<file path="src/rtl/lift_pkg.sv">
// Shared types for the two-floor lift controller: state encoding, floor ids
// and the registered output bundle with its per-state decode.
package lift_pkg;

  typedef enum logic [2:0] {
    S_IDLE_G = 3'd0,
    S_DOOR_G = 3'd1,
    S_UP     = 3'd2,
    S_IDLE_T = 3'd3,
    S_DOOR_T = 3'd4,
    S_DN     = 3'd5
  } lift_state_e;

  localparam logic FLR_GND = 1'b0;
  localparam logic FLR_TOP = 1'b1;

  typedef struct packed {
    logic at_top;
    logic at_gnd;
    logic mv_up;
    logic mv_dn;
    logic door_open;
    logic clr_top;
    logic clr_gnd;
  } lift_out_t;

  // Output levels implied by a state; moving states belong to no floor.
  function automatic lift_out_t state_outputs(input lift_state_e s);
    lift_out_t o;
    logic      stopped;
    logic      flr;
    o           = '0;
    o.mv_up     = (s == S_UP);
    o.mv_dn     = (s == S_DN);
    o.door_open = (s == S_DOOR_G) || (s == S_DOOR_T);
    stopped     = !(o.mv_up || o.mv_dn);
    flr         = ((s == S_IDLE_T) || (s == S_DOOR_T)) ? FLR_TOP : FLR_GND;
    o.at_top    = stopped && (flr == FLR_TOP);
    o.at_gnd    = stopped && (flr == FLR_GND);
    o.clr_top   = o.door_open && (flr == FLR_TOP);
    o.clr_gnd   = o.door_open && (flr == FLR_GND);
    return o;
  endfunction

endpackage

</file>
<file path="src/rtl/lift_tick_cnt.sv">
// Tick-qualified loadable down counter; used as the door timer.
// done_c flags the last tick of a loaded period (count == 1).
module lift_tick_cnt #(
  parameter int unsigned W = 3
) (
  input  logic         clk,
  input  logic         resetb,
  input  logic         tick_i,
  input  logic         load_i,
  input  logic [W-1:0] value_i,
  output logic         done_c
);

  logic [W-1:0] cnt_q, cnt_d;

  // Load has priority; otherwise count down and rest at zero.
  always_comb begin
    cnt_d = cnt_q;
    if (tick_i) begin
      if (load_i) begin
        cnt_d = value_i;
      end else if (cnt_q != '0) begin
        cnt_d = cnt_q - W'(1);
      end
    end
  end

  // Counter register.
  always_ff @(posedge clk or negedge resetb) begin
    if (!resetb) begin
      cnt_q <= '0;
    end else begin
      cnt_q <= cnt_d;
    end
  end

  assign done_c = (cnt_q == W'(1));

endmodule

</file>
<file path="src/rtl/lift_ctrl.sv">
// Two-floor lift car controller: serves ground/top requests, moves the car,
// times the door and clears the request latch of the floor being served.
// Optional feature macro: LIFT_DOOR_HOLD_EN adds a door_hold input that keeps
// an open door open and restarts the full door period on release.
module lift_ctrl
  import lift_pkg::*;
#(
  parameter int unsigned TRAVEL_TICKS = 8,
  parameter int unsigned DOOR_TICKS   = 4,
  parameter int unsigned PW           = 4
) (
  input  logic          clk,
  input  logic          resetb,
  input  logic          slowref,
  input  logic          req_top,
  input  logic          req_gnd,
`ifdef LIFT_DOOR_HOLD_EN
  input  logic          door_hold,
`endif
  output logic          clr_top,
  output logic          clr_gnd,
  output logic          at_top,
  output logic          at_gnd,
  output logic          mv_up,
  output logic          mv_dn,
  output logic          door_open,
  output logic [PW-1:0] pos
);

  localparam int unsigned CW = $clog2(DOOR_TICKS + 1);

  lift_state_e   state_q, state_d;
  logic [PW-1:0] pos_q, pos_d;
  lift_out_t     out_q, out_d;
  logic          cnt_load;
  logic          door_done_c;
  logic          hold_c;

`ifdef LIFT_DOOR_HOLD_EN
  assign hold_c = door_hold;
`else
  assign hold_c = 1'b0;
`endif

  lift_tick_cnt #(
    .W (CW)
  ) u_door_tmr (
    .clk     (clk),
    .resetb  (resetb),
    .tick_i  (slowref),
    .load_i  (cnt_load),
    .value_i (CW'(DOOR_TICKS)),
    .done_c  (door_done_c)
  );

  // Next state, position and door-timer load; nothing moves without slowref.
  always_comb begin
    state_d  = state_q;
    pos_d    = pos_q;
    cnt_load = 1'b0;
    if (slowref) begin
      unique case (state_q)
        S_IDLE_G: begin
          if (req_gnd) begin
            state_d  = S_DOOR_G;
            cnt_load = 1'b1;
          end else if (req_top) begin
            state_d = S_UP;
          end
        end
        S_DOOR_G: begin
          if (hold_c) begin
            cnt_load = 1'b1;
          end else if (door_done_c) begin
            state_d = req_top ? S_UP : S_IDLE_G;
          end
        end
        S_UP: begin
          if (pos_q >= PW'(TRAVEL_TICKS - 1)) begin
            pos_d    = PW'(TRAVEL_TICKS);
            state_d  = S_DOOR_T;
            cnt_load = 1'b1;
          end else begin
            pos_d = pos_q + PW'(1);
          end
        end
        S_IDLE_T: begin
          if (req_top) begin
            state_d  = S_DOOR_T;
            cnt_load = 1'b1;
          end else if (req_gnd) begin
            state_d = S_DN;
          end
        end
        S_DOOR_T: begin
          if (hold_c) begin
            cnt_load = 1'b1;
          end else if (door_done_c) begin
            state_d = req_gnd ? S_DN : S_IDLE_T;
          end
        end
        S_DN: begin
          if (pos_q <= PW'(1)) begin
            pos_d    = '0;
            state_d  = S_DOOR_G;
            cnt_load = 1'b1;
          end else begin
            pos_d = pos_q - PW'(1);
          end
        end
        default: begin
          state_d = S_IDLE_G;
          pos_d   = '0;
        end
      endcase
    end
    out_d = state_outputs(state_d);
  end

  // State, position and decoded outputs are all registered together.
  always_ff @(posedge clk or negedge resetb) begin
    if (!resetb) begin
      state_q <= S_IDLE_G;
      pos_q   <= '0;
      out_q   <= state_outputs(S_IDLE_G);
    end else begin
      state_q <= state_d;
      pos_q   <= pos_d;
      out_q   <= out_d;
    end
  end

  assign clr_top   = out_q.clr_top;
  assign clr_gnd   = out_q.clr_gnd;
  assign at_top    = out_q.at_top;
  assign at_gnd    = out_q.at_gnd;
  assign mv_up     = out_q.mv_up;
  assign mv_dn     = out_q.mv_dn;
  assign door_open = out_q.door_open;
  assign pos       = pos_q;

endmodule
</file>
<file path="config.mk">
export PLATFORM = sky130hd
export DESIGN_NAME = lift_ctrl
export DESIGN_NICKNAME = d
export VERILOG_FILES = /design/src/rtl/lift_pkg.sv /design/src/rtl/lift_tick_cnt.sv /design/src/rtl/lift_ctrl.sv
export SDC_FILE = /design/constraint.sdc
export NUM_CORES = 1
export LEC_CHECK = 0
export CAP_MARGIN = 15
export CELL_PAD_IN_SITES_DETAIL_PLACEMENT = 2
export CELL_PAD_IN_SITES_GLOBAL_PLACEMENT = 2
export CORE_ASPECT_RATIO = 0.9
export CORE_MARGIN = 4
export CORE_UTILIZATION = 30
export DETAILED_ROUTE_END_ITERATION = 16
export DONT_BUFFER_PORTS = 1
export GPL_TIMING_DRIVEN = 0
export PLACE_DENSITY = 0.69
export SLEW_MARGIN = 20
export SYNTH_ARGS = -nofsm -noshare
export SYNTH_HDL_FRONTEND = slang
export SYNTH_SLANG_ARGS = --single-unit
</file>
<file path="constraint.sdc">
create_clock -name clk -period 3.49 [get_ports clk]
set_input_delay 0.349 -clock clk [delete_from_list [all_inputs] [get_ports clk]]
set_output_delay 0.349 -clock clk [all_outputs]
set_load 0.005 [all_outputs]
</file>
==> flow_metrics.tcl, run 1 <==
set metrics [dict create \
    layout-drive-gt1-share_pct 11.36 \
    ir_drop_v 0.0001993 \
    drtAntennaViolNets 0 \
    placed_area_um2 1214 \
    reg2reg_from "pos[0]" \
    cts_tree "yes" \
    postSynthAreaPerCell_um2 9.103 \
    fillers 433 \
    rsz0062_at_grt "no" \
    grt_max_degree 18 \
    hpwl_um 2495 \
    synth_area_um2 1156 \
    antenna_found_initial 0 \
    vias 1023 \
    firstDrtPassIters 4 \
    start_util_pct 31.21 \
    synth-compound-area-share_pct 25.65 \
    critPathCaptureType "flop" \
    async_flop_share_pct 100.0 \
    final_hold_viol_count 0 \
    cts_root_buf "clkbuf_8" \
    synth.area.mux_share_pct 1.840 \
    min_path_type "in -> reg" \
    tns_ps 0 \
    ys_warn_count 0 \
    critPathArrivalTime_ps 2470 \
    regToRegEndpoint "at_top" \
    detail_route.wirelength_um 3299 \
    synth-simple-area-share_pct 23.48 \
    cts_sinks 17 \
    cap_violations 0 \
    cts_buffers 3 \
    avgRoutedWirePerCell_um 18.53 \
    die_w_um 73.44 \
    ios 16 \
    fmax_mhz 422.5 \
    fin_nets 144 \
    hold_path_depth 2 \
    holdCritStartpoint "slowref" \
    synthToLayoutAreaGrowth_pct 9.849 \
    cts-htree-levels 1 \
    p_leak_uw 0.0005231 \
    timing.hold.ws_ps 330.1 \
    synthAdderAreaFrac_pct 6.494 \
    post_cts_buffers 0 \
    synth_edf_count 0 \
    port_buffers 0 \
    drtIter0Drc 22 \
    finClkSkew_ps 8.942 \
    grt_pass1_vias 1133 \
    drc_errors 0 \
    grt_usage_pct 15.21 \
    worst-setup-path-type "reg -> reg" \
    tightest_slew_ps 790.8 \
    synth-xor-area-share_pct 0 \
    grt_overflow 0 \
    crit_fanout 9 \
    slew_headroom_pct 47.11 \
    status "completed" \
    critical_path_required_ps 3590 \
    clkSlewWorstSetupHoldPaths_ps 70 \
    period_minus_slack_ps 2367 \
    synth_top_family_by_area "compound AO/OA/AOI/OAI gates" \
    antenna_cells 0 \
    grt_pass1_wl_um 5658 \
    start_kind "flop" \
    gp_congestion 0.7871 \
    rows 21 \
    finalInstanceArea_um2 1270 \
    die_area_um2 4912 \
    clock_latency_ps 260 \
    setup_viol 0 \
    worst-r2r-cell-count 7 \
    clock_path_buffers 2 \
    synthFlopType "dfrtp_1" \
    synthCells 127 \
    r2r_slack_ps 1120 \
    synthesis.nets 138 \
    fin_crit_sh_pct 67.81 \
    viasPerCell 5.747 \
    synth_cell_types 49 \
    ys_ff_latch 17 \
    synth.yosys.seq_area_share_pct 36.90 \
    min_delay_worst_endpoint "at_gnd" \
    die_y_um 66.89 \
    core_area_um2 3705 \
    drv_slew 0 \
    powerDensity_nw_per_um2 820.2 \
    cts.repair.resized 0 \
]
==> registers in the layout, indices dropped and copies added (netlist names) <==
name	cells
at_gnd	1
at_top	1
clr_gnd	1
clr_top	1
door_open	1
mv_dn	1
mv_up	1
pos	4
state_q	3
u_door_tmr.cnt_q	3
==> stage by stage <==
step | util [%] | std cells | power (uW) | worst slack, ps
6_report | 34.28 | 178 | 1042 | 1123
5_1_grt | 34.28 | 178 | 1141 | 891.6
4_1_cts | 34.28 | 178 | 1056 | 1086
3_5_place_dp | 32.76 | 173 | 892.0 | 1105
3_3_place_gp | 32.76 | 173 | 858.4 | 1221
2_1_floorplan | - | 127 | 745.9 | 1609
==> cell type report <==
type	count	area, um^2	share of cell area (%)
Clock inverter	1	5.005	0.3941
Buffer	4	23.77	1.872
Multi-Input combinational cell	95	664.4	52.32
Tap cell	46	57.56	4.532
Inverter	11	41.29	3.251
Sequential cell	17	426.7	33.60
Timing Repair Buffer	1	10.01	0.7882
Clock buffer	3	41.29	3.251
==> placed cells by master, fill, tap and decap left out, types with 3 or more instances in the layout <==
cell and count:
nand2_1 6, nand2b_1 4, a21oi_1 8, clkbuf_8 3, a21o_1 3, inv_1 10, nor2_1 9, dfrtp_1 16
o21ai_0 6, nor3_1 5, ha_1 6, a211oi_1 3, nor3b_1 5
==> timing repair <==
| action | 4_1_cts | 5_1_grt |
|---|---|---|
| endpoints found under the setup margin | 0 | 0 |
| endpoints found under the hold margin | 17 | 0 |
| hold buffers | 1 | 0 |
==> layer usage <==
layer / global-route usage (%) / wire length (um) / vias to the layer above
met1: 17.80 / 1422 / 523
li1: - / - / 484
met5: 0 / 0 / -
met4: 4.072 / 38 / 0
met3: 4.374 / 113 / 4
met2: 26.90 / 1723 / 12
==> how the worst max path moves through the flow <==
stage | startpoint | cells after the start | to | slack, ps
6_report | pos[0] | 7 | at_top | 1120
4_1_cts | pos[0] | 7 | at_top | 1090
2_1_floorplan | pos[0] | 7 | at_top | 1610
3_5_place_dp | pos[0] | 7 | at_top | 1100
5_1_grt | pos[0] | 7 | at_top | 890
3_3_place_gp | pos[0] | 7 | at_top | 1220
==> cell families after synthesis <==
| family | Yosys count |
|---|---|
| mux | 2 |
| compound gates | 42 |
| fa+ha+maj | 6 |
| flops | 17 |
| simple gates | 45 |
| buf+inv | 15 |
==> worst max-delay path, cell delays in order, from the launching register on <==
cell	delay (ps)
dfrtp_1	530
inv_1	90
ha_1	220
or2_2	290
a21oi_1	500
o311ai_2	300
o22ai_1	210
a211oi_1	70
==> cell usage after synthesis (2+ instances only) <==
cell / n / area [um^2]
o21bai_1: 2 / 15.01
o2bb2ai_1: 2 / 17.52
a21o_1: 3 / 22.52
o21ai_0: 6 / 30.03
a21oi_1: 8 / 40.04
inv_1: 10 / 37.54
nand2_1: 6 / 22.52
or2_2: 2 / 12.51
o211ai_1: 2 / 15.01
ha_1: 6 / 75.07
nand2b_1: 4 / 25.02
a211oi_1: 3 / 22.52
nor2_1: 9 / 33.78
o21ai_1: 2 / 10.01
o22ai_1: 2 / 12.51
nor3b_1: 5 / 37.54
nand3b_1: 2 / 15.01
nor3_1: 5 / 25.02
dfrtp_1: 16 / 400.4
clkbuf_1: 2 / 7.510
o21a_1: 2 / 15.01
==> where the power goes <==
group | switching (uW) | internal [uW] | leakage (uW) | total [uW]
registers | 87.1 | 278 | 0.000217 | 365
clock network | 70.6 | 79.3 | 0.0000255 | 150
logic | 308 | 219 | 0.000280 | 527
No activity file was read; power rests on OpenSTA's default activity.
==> run 2, diff against run 1 <==
Clock period 3.49 ns to 2.2 ns, I/O delays scaled along.
==> run 2 against run 1 <==
Compared with the run above: final cell count unchanged; critical endpoint is now u_door_tmr.cnt_q[2]; clock power increased by 59%; maximum frequency up 16%; count of clock-buffer cells in the layout unchanged; wire length increased by 0.48%; critical path depth unchanged.
==> flow_metrics.tcl, run 2 (synthesis gave the netlist of run 1 again) <==
set metrics [dict create \
    die_y_um 66.89 \
    layout_common_cells "dfrtp_1, inv_1, nor2_1" \
    drv_slew 0 \
    ios 16 \
    critPathCaptureType "flop" \
    drtIter0Drc 34 \
    gp_congestion 0.7871 \
    status "completed" \
    core_area_um2 3705 \
    p_switching_uw 753.8 \
    cts_tree "yes" \
    grt_pass1_vias 1139 \
    drtAntennaViolNets 0 \
    cts_sinks 17 \
    grt_overflow 0 \
    rows 21 \
    ir_drop_v 0.0003267 \
    vias 1027 \
    grt_usage_pct 15.27 \
    crit_buf_inv 1 \
    final_common_cell "dfrtp_1" \
    critPathArrivalTime_ps 2190 \
    fin_crit_sh_pct 92.70 \
    hpwl_um 2495 \
    tns_ps 0 \
    fin_nets 144 \
    seq_area_um2 427.9 \
    avgRoutedWirePerCell_um 18.62 \
    intPower_uw 919.8 \
    fin_util_pct 34.89 \
    drc_errors 0 \
    worst-setup-path-type "reg -> reg" \
    p_sw_share_pct 45.04 \
    critPathSlowestCell "dfrtp_1" \
    clkSlewWorstSetupHoldPaths_ps 70 \
    port_buffers 0 \
    powerDensity_nw_per_um2 1295 \
    setup_viol 0 \
    rsz0062_at_grt "no" \
    clock_latency_ps 260 \
    synthToLayoutAreaGrowth_pct 11.80 \
    clkPwrFrac_pct 14.3 \
    min_path_type "in -> reg" \
    p_leak_uw 0.0005232 \
    antenna_found_initial 0 \
    path_cells "inv_1 > ha_1 > or2_2 > a41oi_1 > nor2_1 > o21a_1 > a211o_1" \
    layout-drive-gt1-share_pct 12.88 \
    antenna_cells 0 \
    start_util_pct 31.21 \
    die_area_um2 4912 \
    start_kind "flop" \
    largest_reg_flops 4 \
    cap_violations 0 \
    slowest_delay_ps 470 \
    clock_path_buffers 2 \
    slew_headroom_pct 47.60 \
    grt_max_degree 18 \
    firstDrtPassIters 2 \
    cts_root_buf "clkbuf_8" \
    grt_pass1_wl_um 5706 \
    detail_route.wirelength_um 3315 \
    tightest_slew_ps 783.5 \
    final_hold_viol_count 0 \
    cts-htree-levels 1 \
    cts_buffers 3 \
    viasPerCell 5.770 \
    critical_path_required_ps 2350 \
    seq_power_share_pct 34.6 \
    fillers 434 \
    post-place-ws_ps -185.2 \
    period_minus_slack_ps 2039 \
    fmax_mhz 490.4 \
    die_w_um 73.44 \
    crit_fanout 6 \
    setup_slack_ps 160.7 \
    finClkSkew_ps 8.727 \
    multi_input_area_um2 685.7 \
    p_comb_share_pct 51.1 \
    crit_family "compound AO/OA/AOI/OAI gates" \
]
==> run 2: cell types whose count changed in the layout (fill, tap and decap cells not counted) <==
cell,previous run,this run
a21oi_1,8,7
o311ai_2,1,0
dfrtp_2,0,1
o311ai_4,0,1
dfrtp_1,16,15
a21oi_4,0,1
==> run 2: power by group through the flow <==
stage	combinational, uW	sequential (uW)	clock, uW
floorplan	646	537	0
global placement	783	579	0
detailed placement	829	586	0
CTS	847	580	249
global route	970	602	261
finish	856	578	239
==> run 2: cell type report <==
class                   count  share of cell area [%]
plain buffers               4                   1.839
multi-input cells          95                   53.05
repair buffers              1                  0.7744
inverters                  11                   3.195
well taps                  46                   4.453
clock buffers               3                   3.195
clock inverters             1                  0.3872
flip-flops and latches     17                   33.11
==> run 2: what timing repair did <==
action,CTS,global route
setup endpoints to repair,9,9
hold buffers,1,0
pin swaps,1,0
buffers inserted,0,0
hold endpoints to repair,17,0
gates resized for setup,1,3
==> run 2: through the flow <==
step           power, uW  hold WS, ps  instance area [um^2]  std cells
2_1_floorplan       1183       -75.59                  1156        127
3_3_place_gp        1362       -75.11                  1214        173
3_5_place_dp        1415       -75.07                  1214        173
4_1_cts             1677        200.5                  1274        178
5_1_grt             1832        198.2                  1292        178
6_report            1674        207.4                  1292        178
==> run 2: per-layer routing <==
metal | GRT usage (%) | vias up | wire length, um
li1 | - | 482 | -
met1 | 17.62 | 524 | 1416
met2 | 26.90 | 15 | 1707
met3 | 4.525 | 6 | 137
met4 | 4.751 | 0 | 54
met5 | 0 | - | 0
==> run 2: path summary, 6_finish.rpt <==
check | slack (ps) | from | cells after the start | end
hold / removal | 210 | slowref | 2 | at_gnd
setup / recovery | 160 | pos[1] | 7 | u_door_tmr.cnt_q[2]
setup reg to reg | 160 | pos[1] | 7 | u_door_tmr.cnt_q[2]
hold reg to reg | 580 | u_door_tmr.cnt_q[0] | 1 | u_door_tmr.cnt_q[0]
min in group asynchronous | 480 | resetb | 1 | u_door_tmr.cnt_q[2]
max in group asynchronous | 1180 | resetb | 1 | pos[0]
==> run 3, diff against run 2 <==
Settings changed: CORE_MARGIN 4 to 8, MAX_ROUTING_LAYER set to met4.
==> run 3 against run 2 <==
Compared with the run above: clock skew shrank 6.3 ps; clock power increased by 2%; sequential share of layout area grew 0.097 points; global-route usage fell by 2.6 points; utilization did not move; count of clock-buffer cells in the layout grew 1; critical path depth did not move; first-iteration DRC count unchanged; largest power group unchanged.
==> flow_metrics.tcl, run 3 (synthesis gave the netlist of run 1 again) <==
set metrics [dict create \
    status "completed" \
    crit_path_start "u_door_tmr.cnt_q[1]" \
    slew_headroom_pct 44.52 \
    worst-setup-path-type "reg -> reg" \
    drc_errors 0 \
    seq_power_share_pct 34.7 \
    avgRoutedWirePerCell_um 19.13 \
    die_y_um 74.89 \
    fmax_mhz 497.1 \
    clock_path_buffers 2 \
    p_comb_share_pct 50.9 \
    final_common_cell "dfrtp_1" \
    slowest_delay_ps 400 \
    port_buffers 0 \
    grt_pass1_wl_um 5768 \
    period_minus_slack_ps 2012 \
    drtAntennaViolNets 0 \
    firstDrtPassIters 4 \
    grt_pass1_vias 1178 \
    critPathCaptureType "flop" \
    regToRegEndpoint "at_top" \
    intPower_uw 921.8 \
    grt_max_degree 18 \
    die_area_um2 6099 \
    p_sw_share_pct 45.29 \
    p_switching_uw 763.2 \
    clkSlewWorstSetupHoldPaths_ps 70 \
    rsz0062_at_grt "no" \
    powerDensity_nw_per_um2 1304 \
    antenna_found_initial 0 \
    vias 1025 \
    drtIter0Drc 34 \
    critPathArrivalTime_ps 2170 \
    finClkSkew_ps 2.421 \
    detail_route.wirelength_um 3406 \
    p_leak_uw 0.0005188 \
    grt_usage_pct 12.69 \
    tns_ps 0 \
    worst-r2r-cell-count 7 \
    clock_latency_ps 260 \
    hpwl_um 2633 \
    gp_congestion 0.7930 \
    post_cts_buffers 0 \
    multi_input_area_um2 685.7 \
    start_util_pct 31.21 \
    critical_path_required_ps 2360 \
    seq_area_um2 429.2 \
    holdCritStartpoint "slowref" \
    path_cells "inv_1 > ha_1 > nor3b_1 > o32ai_1 > o311ai_4 > o22ai_1 > a211oi_1" \
    viasPerCell 5.758 \
    crit_fanout 9 \
    drv_slew 0 \
    tightest_slew_ps 829.5 \
    min_path_type "in -> reg" \
    clkPwrFrac_pct 14.4 \
    fin_crit_sh_pct 91.44 \
    grt_overflow 0 \
    fillers 416 \
    cts_tree "yes" \
    ios 16 \
    cts_buffers 3 \
    reg2reg_from "u_door_tmr.cnt_q[1]" \
    critPathSlowestCell "o311ai_4" \
    layout-drive-gt1-share_pct 12.88 \
    cts-htree-levels 1 \
    final_hold_viol_count 0 \
    cts_root_buf "clkbuf_8" \
    fin_util_pct 34.89 \
    worstSetupEndpoint "at_top" \
    fin_nets 144 \
    r2r_slack_ps 190 \
    synthToLayoutAreaGrowth_pct 11.80 \
    core_area_um2 3705 \
    cap_violations 0 \
    setup_viol 0 \
    layout_common_cells "dfrtp_1, inv_1, nor2_1" \
    largest_reg_flops 4 \
    start_kind "flop" \
    antenna_cells 0 \
    ir_drop_v 0.0002706 \
    die_w_um 81.44 \
    cts_sinks 17 \
    rows 21 \
]
## run 3: changes by cell type in the layout (fill, tap and decap cells not counted)
| cell | before | now |
|---|---|---|
| dfrtp_2 | 1 | 2 |
| dfrtp_1 | 15 | 14 |
| clkbuf_1 | 2 | 3 |
| clkinv_2 | 1 | 0 |
## run 3: worst max-delay path, delay by kind of cell (launching register included)
kind / cells / cell delay (ps)
AO/OA/AOI/OAI: 4 / 930
flip-flops: 1 / 380
AND/OR/NAND/NOR: 1 / 250
adder cells (fa/ha/maj): 1 / 220
buffers and inverters: 1 / 120
## run 3: final cells by class
| cell class | count | area share, % |
|---|---|---|
| Multi-Input combinational cell | 95 | 53.05 |
| Inverter | 11 | 3.195 |
| Tap cell | 46 | 4.453 |
| Buffer | 4 | 1.839 |
| Clock buffer | 4 | 3.485 |
| Sequential cell | 17 | 33.20 |
| Timing Repair Buffer | 1 | 0.7744 |
## run 3: timing repair
action	4_1_cts	5_1_grt
setup endpoints to repair	9	9
hold endpoints to repair	17	0
pin swaps	0	1
cloned	0	0
hold buffers	1	0
resized for setup	1	4
## run 3: per-layer routing
layer  track usage [%]  wire length, um  vias to the layer above
met1             13.41             1439                      518
li1                  -                -                      479
met5                 -                0                        -
met3             2.387              140                        6
met4             5.149               57                        0
met2             22.77             1769                       22
## run 3: how the worst min path moves through the flow
stage | to | slack (ps) | depth (start not counted)
floorplan | at_top | -80 | 0
global placement | mv_dn | -80 | 0
detailed placement | state_q[0] | -70 | 0
CTS | at_gnd | 200 | 2
global route | at_gnd | 230 | 2
finish | at_gnd | 200 | 2
## run 3: through the flow
stage | hold WS [ps] | setup WS (ps) | power (uW) | instances | area, um^2
final | 203.2 | 188.3 | 1685 | 178 | 1292
after global routing | 232.5 | 26.06 | 1833 | 178 | 1292
after CTS | 198.4 | 13.58 | 1683 | 178 | 1272
after detailed placement | -74.99 | -168.2 | 1422 | 173 | 1214
after global placement | -75.03 | -68.66 | 1369 | 173 | 1214
after floorplan | -75.59 | 318.6 | 1183 | 127 | 1156
## run 3: power groups by stage
| stage | clock, uW | sequential (uW) | combinational, uW |
|---|---|---|---|
| final | 243 | 585 | 857 |
| after detailed placement | 0 | 591 | 831 |
| after CTS | 253 | 586 | 845 |
| after global routing | 265 | 606 | 961 |
| after global placement | 0 | 582 | 787 |
| after floorplan | 0 | 537 | 646 |
